==> src/rtl/mult_accum_seq.sv <==
// rtl/mult_accum_seq.sv - operand sequencer and signed dot-product accumulator for the shift-add multiplier
// Optional saturating accumulation: define MACC_SAT_EN.
module mult_accum_seq #(
    parameter int ACC_W = 24,
    parameter int CNT_W = 8
) (
    input  logic             clk,
    input  logic             reset_L,
    input  logic             in_valid,
    output logic             in_ready,
    input  logic [7:0]       in_A,
    input  logic [7:0]       in_B,
    input  logic             in_last,
    output logic             mult_start,
    output logic [7:0]       mult_A,
    output logic [7:0]       mult_B,
    input  logic             mult_done,
    input  logic [15:0]      mult_out,
    output logic [ACC_W-1:0] sum,
    output logic             sum_valid,
    input  logic             sum_ack,
    output logic [CNT_W-1:0] count,
    output logic             ovf
);

    typedef enum logic [1:0] {
        S_IDLE,
        S_ISSUE,
        S_RELEASE,
        S_OUT
    } state_t;

    localparam logic [ACC_W-1:0] SAT_MAX = {1'b0, {(ACC_W-1){1'b1}}};
    localparam logic [ACC_W-1:0] SAT_MIN = {1'b1, {(ACC_W-1){1'b0}}};

    state_t            state_q, state_d;
    logic [7:0]        a_q, a_d;
    logic [7:0]        b_q, b_d;
    logic              last_q, last_d;
    logic [ACC_W-1:0]  acc_q, acc_d;
    logic [ACC_W-1:0]  sum_q, sum_d;
    logic [CNT_W-1:0]  count_q, count_d;
    logic              ovf_q, ovf_d;

    logic [ACC_W-1:0]  addend;
    logic [ACC_W-1:0]  sum_raw;
    logic [ACC_W-1:0]  acc_next;
    logic              add_ovf;

    // Signed overflow: addends agree in sign but the result does not.
    always_comb begin
        addend   = ACC_W'($signed(mult_out));
        sum_raw  = acc_q + addend;
        add_ovf  = (acc_q[ACC_W-1] == addend[ACC_W-1]) &&
                   (sum_raw[ACC_W-1] != acc_q[ACC_W-1]);
`ifdef MACC_SAT_EN
        if (add_ovf) begin
            acc_next = addend[ACC_W-1] ? SAT_MIN : SAT_MAX;
        end else begin
            acc_next = sum_raw;
        end
`else
        acc_next = sum_raw;
`endif
    end

    always_comb begin
        state_d = state_q;
        a_d     = a_q;
        b_d     = b_q;
        last_d  = last_q;
        acc_d   = acc_q;
        sum_d   = sum_q;
        count_d = count_q;
        ovf_d   = ovf_q;
        case (state_q)
            S_IDLE: begin
                if (in_valid) begin
                    a_d     = in_A;
                    b_d     = in_B;
                    last_d  = in_last;
                    state_d = S_ISSUE;
                end
            end
            S_ISSUE: begin
                if (mult_done) begin
                    acc_d   = acc_next;
                    count_d = count_q + CNT_W'(1);
                    ovf_d   = ovf_q | add_ovf;
                    state_d = S_RELEASE;
                end
            end
            S_RELEASE: begin
                // The multiplier must see start low before the next operand pair.
                if (!mult_done) begin
                    if (last_q) begin
                        sum_d   = acc_q;
                        last_d  = 1'b0;
                        state_d = S_OUT;
                    end else begin
                        state_d = S_IDLE;
                    end
                end
            end
            S_OUT: begin
                if (sum_ack) begin
                    acc_d   = '0;
                    count_d = '0;
                    ovf_d   = 1'b0;
                    state_d = S_IDLE;
                end
            end
            default: state_d = S_IDLE;
        endcase
    end

    always_ff @(posedge clk or negedge reset_L) begin
        if (!reset_L) begin
            state_q <= S_IDLE;
            a_q     <= '0;
            b_q     <= '0;
            last_q  <= 1'b0;
            acc_q   <= '0;
            sum_q   <= '0;
            count_q <= '0;
            ovf_q   <= 1'b0;
        end else begin
            state_q <= state_d;
            a_q     <= a_d;
            b_q     <= b_d;
            last_q  <= last_d;
            acc_q   <= acc_d;
            sum_q   <= sum_d;
            count_q <= count_d;
            ovf_q   <= ovf_d;
        end
    end

    // Handshake outputs decode the state register so reset drops start at once.
    assign in_ready   = (state_q == S_IDLE);
    assign mult_start = (state_q == S_ISSUE);
    assign sum_valid  = (state_q == S_OUT);
    assign mult_A     = a_q;
    assign mult_B     = b_q;
    assign sum        = sum_q;
    assign count      = count_q;
    assign ovf        = ovf_q;

endmodule
==> config.mk <==
export PLATFORM = sky130hd
export DESIGN_NAME = mult_accum_seq
export DESIGN_NICKNAME = d
export VERILOG_FILES = /design/src/rtl/mult_accum_seq.sv
export SDC_FILE = /design/constraint.sdc
export NUM_CORES = 1
export LEC_CHECK = 0
export ABC_AREA = 1
export ABC_CLOCK_PERIOD_IN_PS = 1660
export BUFFER_PORTS_ARGS = -buffer_cell sky130_fd_sc_hd__buf_2
export CAP_MARGIN = 10
export CORE_UTILIZATION = 30
export CTS_CLUSTER_DIAMETER = 50
export CTS_CLUSTER_SIZE = 24
export DETAILED_ROUTE_END_ITERATION = 6
export PLACE_DENSITY = 0.57
export SLEW_MARGIN = 20
export SYNTH_ARGS = -nofsm -noshare
export SYNTH_HDL_FRONTEND = slang
export SYNTH_SLANG_ARGS = --single-unit
==> constraint.sdc <==
create_clock -name clk -period 1.66 [get_ports clk]
set_input_delay 0.166 -clock clk [delete_from_list [all_inputs] [get_ports clk]]
set_output_delay 0.166 -clock clk [all_outputs]
set_load 0.02 [all_outputs]
======== Yosys cells after proc, flatten, opt, wreduce, memory -nomap -nowiden ========
Index checks and enable logic that the tools add are counted.
Widths: inputs -> output; s select.
storage, ports and cells
  register bits ........................... 76
  logic and storage cells ................. 48
  output and inout port bits .............. 52
  input port bits ......................... 38
cells by class
  add/sub/neg operators ................... 2
  reduce and logical (&&, ||, !) cells .... 9
  multiplexer cells ....................... 18
  bitwise logic cells ..................... 2
  eq/ne operators ......................... 9
operators by type and width
  operator             number
  $mux 24              2
  $pmux 24 s2          1
  $add 24x24->24       1
  $mux 8               2
  $pmux 8 s2           1
  $mux 2               5
  $reduce_and 3->1     3
  $add 8x1->8 const B  1
  $pmux 2 s4           1
  $eq 2x2->1 const B   2
  $mux 1               4
  $ne 2x1->1 const B   2
  $ne 2x2->1 const B   2
  $pmux 1 s2           2
  $reduce_and 4->1     1
  $reduce_bool 2->1    2
  $eq 2x1->1 const B   1
  $logic_not 2->1      1
  $reduce_and 2->1     1
  $eq 1x1->1           1
  $logic_and 1x1->1    1
  $ne 1x1->1           1
  $not 1->1            1
  $or 1x1->1           1

======== Logic depth before layout (Yosys ltp) ========
Gate-level depths: netlist of run 1.
  depth after elaboration ................. 6
  depth in mapped cells ................... 13
  mapped depth without buffers ............ 13

======== Worst setup path before layout of run 1 ========
OpenSTA, ideal clock, no wires.
  path kind ............................... register to register
  start ................................... register acc_q[0]
  end ..................................... register acc_q[12]
  period minus slack after synthesis ...... 1751 ps
  cell stages (with the launch flop) ...... 13
  setup slack ............................. -91 ps
  required time ........................... 1527 ps
  setup time .............................. 133 ps
  arrival time ............................ 1618 ps
  path buffers ............................ 0
  cells stage by stage .................... dfrtp_1 -> ha_1 -> fa_1 -> nand2_1 -> inv_1 -> nand2_1 -> nand2_1 -> nand2_1 -> nand2_1 -> nand2_1 -> nand2_1 -> o21ai_0 -> o21ai_0
on the way
  cells in the longest elaborated chain, start to end .. 3
ends and longest elaborated chain
  element                 RTL line  text
  from (decl)             40        logic [ACC_W-1:0] acc_q, acc_d;
  from (signal assigned)  123       acc_q <= '0;
  from (signal assigned)  132       acc_q <= acc_d;
  $add 24x24->24          53        sum_raw = acc_q + addend;
  $mux 24                 86        if (mult_done) begin
  $pmux 24 s2             76        case (state_q)
No other way between the ends. The select of a mux whose other input is x is not followed.
A chain may end at the register's enable or synchronous reset.

======== Worst setup path after layout of run 1 ========
  start ................................... register acc_q[0]
  end ..................................... register acc_q[20]
Same word-level chain as after synthesis.

==> metrics, run 1 <==
Final Max Tran Viols=0; Clock Skew=8.63 ps; Residual DRC=0; Tightest Pin Transition=roughly 520 ps; CP delay by family, top=simple AND/OR/NAND/NOR gates; number of violations reported at the end of detailed-routing iteration 0=roughly 160; clock buffers created by TritonCTS=9; diode insertion count for antenna repair=0; worst-case setup margin in the final layout=-181 ps; type of element launching the critical path=register; first-pass GRT wire length=roughly 21000 µm; starting density of the core=0.313; fraction of final layout cells sized beyond drive strength 1=0.462; post-synthesis register bit count=76; mapped cell area=4420 µm²; count of H-tree levels built during CTS=3; number of enable-type register cells in the synthesized netlist=0; width of the chip=123 µm; number of buffers on the longest clock path=2; RSZ-0062 raised after global routing=yes; CTS tree=done; fin nets=780; power per cell area=1930 nW/µm²; synth cell count leaders=145 x sky130_fd_sc_hd__nand2_1, 76 x sky130_fd_sc_hd__dfrtp_1, 72 x sky130_fd_sc_hd__inv_1, 53 x sky130_fd_sc_hd__o21ai_0, 41 x sky130_fd_sc_hd__nor2_1; count of standard-cell rows=43; clock slew at the register clock pins of the worst setup and hold paths=~60 ps; Cell variety after synth=32; number of antenna violations at the first check in global routing=0; part of the Yosys area used for sequential elements=0.431; Peak Freq=roughly 0.54 GHz; I/O pin count=90; data arrival time at the worst-slack endpoint=about 2100 ps; number of synthesis warnings=0; clock root buffer=sky130_fd_sc_hd__clkbuf_16; maximum VDD drop=between 0.001 and 0.0015 V; worst-path fanout max=4; Min-Delay Startpoint=in_B[1]; cell type with the largest total area after synthesis=sky130_fd_sc_hd__dfrtp_1; Final Cycle Share=1.11; vias in the first global route=about 4400; y dimension of the die=around 120 µm; leading cell types by total area after synthesis=sky130_fd_sc_hd__dfrtp_1 43%, sky130_fd_sc_hd__nand2_1 12%, sky130_fd_sc_hd__ha_1 6.8%, sky130_fd_sc_hd__inv_1 6.1%, sky130_fd_sc_hd__mux2_2 6.1%; asr flop ratio synth=1.00; number of vias per cell=4.73; endpoint type of the worst setup path=register; hold slack final=48.5 ps; met3 demand-to-capacity share in global routing=0.0554; instance count along the most critical hold path=2; most common cell in the synthesized netlist=sky130_fd_sc_hd__nand2_1; crit path buf inv count=2; met2 Track Usage GR=0.320; Syn Area/Cell=about 8.0 µm²; met1 Use GR=0.221; Net Count, Synth=about 620; leftover overflow at the end of global routing=0; min cycle time layout=around 1800 ps; final design utilization=0.474; Placer Congestion=just under 0.9; maximum capacitance violations=0; failing checks=negative setup slack; WL final=13500 µm; Final setup violation count=15; max incr delay on CP=between 400 and 500 ps; Worst path slowest cell=sky130_fd_sc_hd__dfrtp_1; HPWL Detailed=just under 10000 µm; area growth from synthesis to layout=51.3%; most frequently used flop master after synthesis=sky130_fd_sc_hd__dfrtp_1; CP Class=reg2reg; cell count of the worst reg-to-reg path=11; reg-to-reg endpoint=acc_q[20]; clock latency on the worst-skew pair=around 350 ps; maximum number of pins on one net before global-route repair=46; required time worst endpoint=around 1900 ps; synthesized instance count=~550; terminating pin of the worst hold path=mult_B[1]; source of the worst register-to-register timing path=acc_q[0]; number of endpoints with negative hold slack in the final report=0; leakage power=3.39 nW; internal reg-to-reg setup slack=-180 ps; total power of the final layout=about 13 mW; run status=complete, but fails checks; count of TritonRoute iterations in the first routing pass=4; count of nets left with antenna violations after detail routing=0; tightest slew margin relative to the limit=0.647; class of the worst hold path=in2reg; Placeable Area=about 14000 µm²; post-synth top area share=0.431; floorplan die area=roughly 15000 µm²; global routing usage summed across all routing layers=0.185; GRT busiest layer=met2; count of input and output buffers=slightly below 90; series of cell instances along the critical path=ha_4 -> fa_2 -> nand2_2 -> inv_2 -> nand2_2 -> nand2_4 -> buf_4 -> nand4_1 -> nand4_1 -> nand3_1 -> nand2_1; TritonCTS Sinks=76; via count=between 4000 and 5000; post-detailed-route wirelength per cell=around 15 µm
==> worst max-delay path by stage <==
stage,from,endpoint,depth (start not counted)
after floorplan,acc_q[0],acc_q[12],12
after global placement,acc_q[9],acc_q[20],11
after detailed placement,acc_q[0],acc_q[14],12
after CTS,acc_q[0],acc_q[14],12
after global routing,acc_q[0],acc_q[18],11
final,acc_q[0],acc_q[20],11
==> cell type report <==
type | instances | area (µm²)
multi-input combinational | 393 | 2930
sequential | 76 | 1900
fill | 1408 | 7410
tap | 180 | 225
timing repair buffer | 162 | 1050
inverter | 75 | 282
clock buffer | 11 | 243
clock inverter | 4 | 48.8
==> stage by stage <==
stage,std cells,TNS (ps),setup slack (ps),instance area (µm²)
final,901,-1250,-181,6680
after global routing,901,-3130,-277,6680
after CTS,893,-922,-149,6390
after detailed placement,875,-3310,-268,5570
after global placement,875,-2900,-224,5570
after floorplan,552,-16.8,-16.7,4440
==> what timing repair did <==
action | 4_1_cts | 5_1_grt
endpoints found under the setup margin | 20 | 24
pin swaps | 38 | 29
endpoints found under the hold margin | 14 | 0
hold buffers | 1 | 0
setup buffers | 2 | 8
gates resized for setup | 113 | 64
==> cells in the final DEF, fill, tap and decap left out, types with 3 or more instances in the layout <==
master / instances
sky130_fd_sc_hd__nor2_4: 10
sky130_fd_sc_hd__nand2_1: 106
sky130_fd_sc_hd__nand2_2: 26
sky130_fd_sc_hd__nand4_1: 7
sky130_fd_sc_hd__clkbuf_16: 9
sky130_fd_sc_hd__nor2_1: 24
sky130_fd_sc_hd__nand3_2: 11
sky130_fd_sc_hd__buf_6: 7
sky130_fd_sc_hd__buf_4: 64
sky130_fd_sc_hd__nor3_1: 3
sky130_fd_sc_hd__o21ai_0: 29
sky130_fd_sc_hd__dfrtp_1: 74
sky130_fd_sc_hd__o21bai_1: 5
sky130_fd_sc_hd__a21oi_1: 20
sky130_fd_sc_hd__a21oi_4: 3
sky130_fd_sc_hd__o21ai_1: 19
sky130_fd_sc_hd__o22ai_1: 7
sky130_fd_sc_hd__o21ai_2: 5
sky130_fd_sc_hd__inv_1: 69
sky130_fd_sc_hd__inv_2: 6
sky130_fd_sc_hd__nand2_4: 16
sky130_fd_sc_hd__nand3_1: 10
sky130_fd_sc_hd__ha_4: 22
sky130_fd_sc_hd__mux2_2: 24
sky130_fd_sc_hd__nor2_2: 10
sky130_fd_sc_hd__a21oi_2: 15
sky130_fd_sc_hd__buf_2: 88
==> state kept, by name, summed over array words and instances, names as in the netlist <==
| register | count |
|---|---|
| acc_q | 24 |
| sum | 24 |
| count | 8 |
| mult_A | 8 |
| mult_B | 8 |
| state_q | 2 |
| last_q | 1 |
| ovf | 1 |
==> layer usage <==
layer | vias up | part of all wire | routed length, µm
met5 | - | 0 | 0
met4 | 0 | 0.012 | 161
met3 | 12 | 0.050 | 679
met2 | 105 | 0.49 | 6660
met1 | 2005 | 0.44 | 6000
li1 | 2140 | - | -
==> where the power goes <==
part | switching (mW) | internal, mW
combinational | 4.29 | 3.35
clock | 0.799 | 1.20
sequential | 0.580 | 2.68
total | 5.67 | 7.23
==> kinds of logic after synthesis <==
| family | count (synthesis) | synth area share |
|---|---|---|
| xor+xnor | 1 | 0.00198 |
| simple gates | 234 | 0.229 |
| fa+ha+maj | 25 | 0.0725 |
| buf+inv | 83 | 0.0717 |
| compound gates | 108 | 0.131 |
| flops | 76 | 0.431 |
| mux | 25 | 0.0635 |
No activity file was read; power rests on OpenSTA's default activity.
==> run 2: changes to the inputs <==
--- a/config.mk
+++ b/config.mk
@@ -6,14 +6,15 @@
 export NUM_CORES = 1
 export LEC_CHECK = 0
 export ABC_AREA = 1
-export ABC_CLOCK_PERIOD_IN_PS = 1660
+export ABC_CLOCK_PERIOD_IN_PS = 1800
 export BUFFER_PORTS_ARGS = -buffer_cell sky130_fd_sc_hd__buf_2
 export CAP_MARGIN = 10
+export CORE_ASPECT_RATIO = 1.4
 export CORE_UTILIZATION = 30
 export CTS_CLUSTER_DIAMETER = 50
 export CTS_CLUSTER_SIZE = 24
 export DETAILED_ROUTE_END_ITERATION = 6
-export PLACE_DENSITY = 0.57
+export PLACE_DENSITY = 0.55
 export SLEW_MARGIN = 20
 export SYNTH_ARGS = -nofsm -noshare
 export SYNTH_HDL_FRONTEND = slang
==> constraint.sdc (replaced) <==
create_clock -name clk -period 1.8 [get_ports clk]
set_input_delay 0.18 -clock clk [delete_from_list [all_inputs] [get_ports clk]]
set_output_delay 0.18 -clock clk [all_outputs]
set_load 0.02 [all_outputs]
==> metrics, run 2 (synthesized netlist as in run 1, its figures left out) <==
switching share of power=0.435 (was 0.439); fin nets=770 (was 780); first-pass GRT wire length=21300 µm (was 21100 µm); failing checks=negative setup slack (unchanged); maximum VDD drop=0.000852 V (was 0.00112 V); post-detailed-route wirelength per cell=14.9 µm (was 15.0 µm); number of endpoints with negative hold slack in the final report=0 (unchanged); Final Instance Area=6460 µm² (was 6680 µm²); leftover overflow at the end of global routing=0 (unchanged); met1 Use GR=0.187 (was 0.221); CP delay by family, top=adder cells (was simple AND/OR/NAND/NOR gates); worst-case setup margin in the final layout=-63.7 ps (was -181 ps); Tightest Pin Transition=651 ps (was 523 ps); clock root buffer=sky130_fd_sc_hd__clkbuf_16 (unchanged); internal reg-to-reg setup slack=-60 ps (was -180 ps); power per cell area=1800 nW/µm² (was 1930 nW/µm²); min cycle time layout=1860 ps (was 1840 ps); Final Cycle Share=1.04 (was 1.11); clock slew at the register clock pins of the worst setup and hold paths=60 ps (about the same); I/O pin count=90 (unchanged); leading cell type in the layout, fill and taps excluded=sky130_fd_sc_hd__nand2_1 (unchanged); Total Negative Setup Slacks=-164 ps (was -1250 ps); Worst path slowest cell=sky130_fd_sc_hd__dfrtp_1 (unchanged); via count=4304 (was 4262); Residual DRC=0 (unchanged); diode insertion count for antenna repair=0 (unchanged); CP most frequent cell=sky130_fd_sc_hd__nand2_2; floorplan die area=15200 µm² (about the same); y dimension of the die=146 µm (was 123 µm); series of cell instances along the critical path=ha_2 -> fa_2 -> nand2_2 -> inv_2 -> nand2_2 -> nand2_4 -> nand2_2 -> nand2_2 -> nand2_2 -> nand2_2 -> a21oi_2 -> o21ai_1 -> o21ai_0 (was ha_4 -> fa_2 -> nand2_2 -> inv_2 -> nand2_2 -> nand2_4 -> buf_4 -> nand4_1 -> nand4_1 -> nand3_1 -> nand2_1); RSZ-0062 raised after global routing=yes (unchanged); width of the chip=105 µm (was 123 µm); data arrival time at the worst-slack endpoint=2120 ps (was 2070 ps); met2 Track Usage GR=0.336 (was 0.320); run status=complete, but fails checks (unchanged); type of element launching the critical path=register (unchanged); Placer Congestion=0.838 (was 0.866); starting density of the core=0.306 (was 0.313); crit path buf inv count=1 (was 2); CP Class=reg2reg (unchanged); number of antenna violations at the first check in global routing=0 (unchanged); class of the worst hold path=in2reg (unchanged); area growth from synthesis to layout=46.3% (was 51.3%); non-filler instance count after layout=901 (unchanged); Placeable Area=14400 µm² (was 14100 µm²); Clk pwr share=0.169 (was 0.155); endpoint type of the worst setup path=register (unchanged); count of standard-cell rows=52 (was 43); global routing usage summed across all routing layers=0.178 (was 0.185); CTS tree=done (unchanged); Clock Skew=7.99 ps (was 8.63 ps); count of H-tree levels built during CTS=3 (unchanged); tightest slew margin relative to the limit=0.561 (was 0.647); count of input and output buffers=89 (unchanged); count of TritonRoute iterations in the first routing pass=5 (was 4); number of vias per cell=4.78 (was 4.73); commonest cells after routing, fill and taps aside=111 x sky130_fd_sc_hd__nand2_1, 88 x sky130_fd_sc_hd__buf_2, 75 x sky130_fd_sc_hd__dfrtp_1 (was 106 x sky130_fd_sc_hd__nand2_1, 88 x sky130_fd_sc_hd__buf_2, 74 x sky130_fd_sc_hd__dfrtp_1); final design utilization=0.447 (was 0.474); number of buffers on the longest clock path=2 (unchanged); relative contribution of sequential cells to total power=0.258 (was 0.253); Final setup violation count=4 (was 15); HPWL Detailed=9860 µm (was 9840 µm); TritonCTS Sinks=76 (unchanged); fraction of final layout cells sized beyond drive strength 1=0.434 (was 0.462); leakage power=3.27 nW (was 3.39 nW); internal power contribution=6.57 mW (was 7.23 mW); worst-path fanout max=4 (unchanged); max incr delay on CP=390 ps (was 410 ps); combinational fraction of design power=0.572 (was 0.592); maximum capacitance violations=0 (unchanged); maximum number of pins on one net before global-route repair=45 (was 46); worst setup timing slack at the placement stage=-158 ps (was -268 ps); met3 demand-to-capacity share in global routing=0.0358 (was 0.0554); vias in the first global route=4470 (was 4361); WL final=13400 µm (was 13500 µm); post-placement cell count=873 (was 875); clock latency on the worst-skew pair=340 ps (was 350 ps); count of nets left with antenna violations after detail routing=0 (unchanged); Placed Instance Area=5470 µm² (was 5570 µm²); clock buffers created by TritonCTS=9 (unchanged); Final Max Tran Viols=0 (unchanged); switching power total=5.07 mW (was 5.67 mW); GRT busiest layer=met2 (unchanged); number of violations reported at the end of detailed-routing iteration 0=115 (was 156); required time worst endpoint=2050 ps (was 1890 ps); Peak Freq=0.537 GHz (was 0.543 GHz)
## run 2: worst reg2reg max path, cell delays in order (launching register included)
cell and delay, ps:
sky130_fd_sc_hd__dfrtp_1 390, sky130_fd_sc_hd__ha_2 190, sky130_fd_sc_hd__fa_2 350, sky130_fd_sc_hd__nand2_2 70, sky130_fd_sc_hd__inv_2 40, sky130_fd_sc_hd__nand2_2 80
sky130_fd_sc_hd__nand2_4 80, sky130_fd_sc_hd__nand2_2 80, sky130_fd_sc_hd__nand2_2 80, sky130_fd_sc_hd__nand2_2 70, sky130_fd_sc_hd__nand2_2 60, sky130_fd_sc_hd__a21oi_2 120
sky130_fd_sc_hd__o21ai_1 80, sky130_fd_sc_hd__o21ai_0 80
## run 2: worst paths after layout
check,end,start,cells past startpoint
setup / recovery,acc_q[12],acc_q[0],13
hold / removal,mult_B[0],in_B[0],2
setup reg to reg,acc_q[12],acc_q[0],13
hold reg to reg,sum[9],sum[9],2
max in group asynchronous,state_q[0],reset_L,3
min in group asynchronous,count[6],reset_L,2
## run 2: repair_timing
| action | 4_1_cts | 5_1_grt |
|---|---|---|
| hold endpoints to repair | 32 | 0 |
| buffers inserted | 1 | 10 |
| resized for setup | 38 | 102 |
| hold buffers | 1 | 0 |
| pin swaps | 5 | 28 |
| endpoints found under the setup margin | 18 | 21 |
## run 2: area by class of cell
cell class | count | area, µm²
Timing Repair Buffer | 152 | 960
Tap cell | 189 | 236
Clock inverter | 6 | 87.6
Clock buffer | 10 | 229
Fill cell | 1479 | 7990
Multi-Input combinational cell | 393 | 2760
Inverter | 75 | 282
Sequential cell | 76 | 1900
## run 2: power groups by stage
stage,sequential [mW],clock (mW),combinational (mW)
2_1_floorplan,3.49,0,2.79
3_3_place_gp,2.91,0,5.48
3_5_place_dp,2.95,0,5.54
4_1_cts,2.94,2.01,5.79
5_1_grt,3.11,2.08,7.31
6_report,3.01,1.97,6.66
## run 2: through the flow
step                power [mW]  hold WS, ps
CTS                       10.7         62.4
floorplan                 6.28         -116
detailed placement        8.48          175
global route              12.5         60.8
global placement          8.39          163
finish                    11.6         67.8
## run 2: per-layer routing
layer / wire length [µm] / vias up
li1: - / 2136
met1: 5310 / 2039
met2: 7160 / 99
met3: 511 / 30
met4: 414 / 0
met5: 0 / -
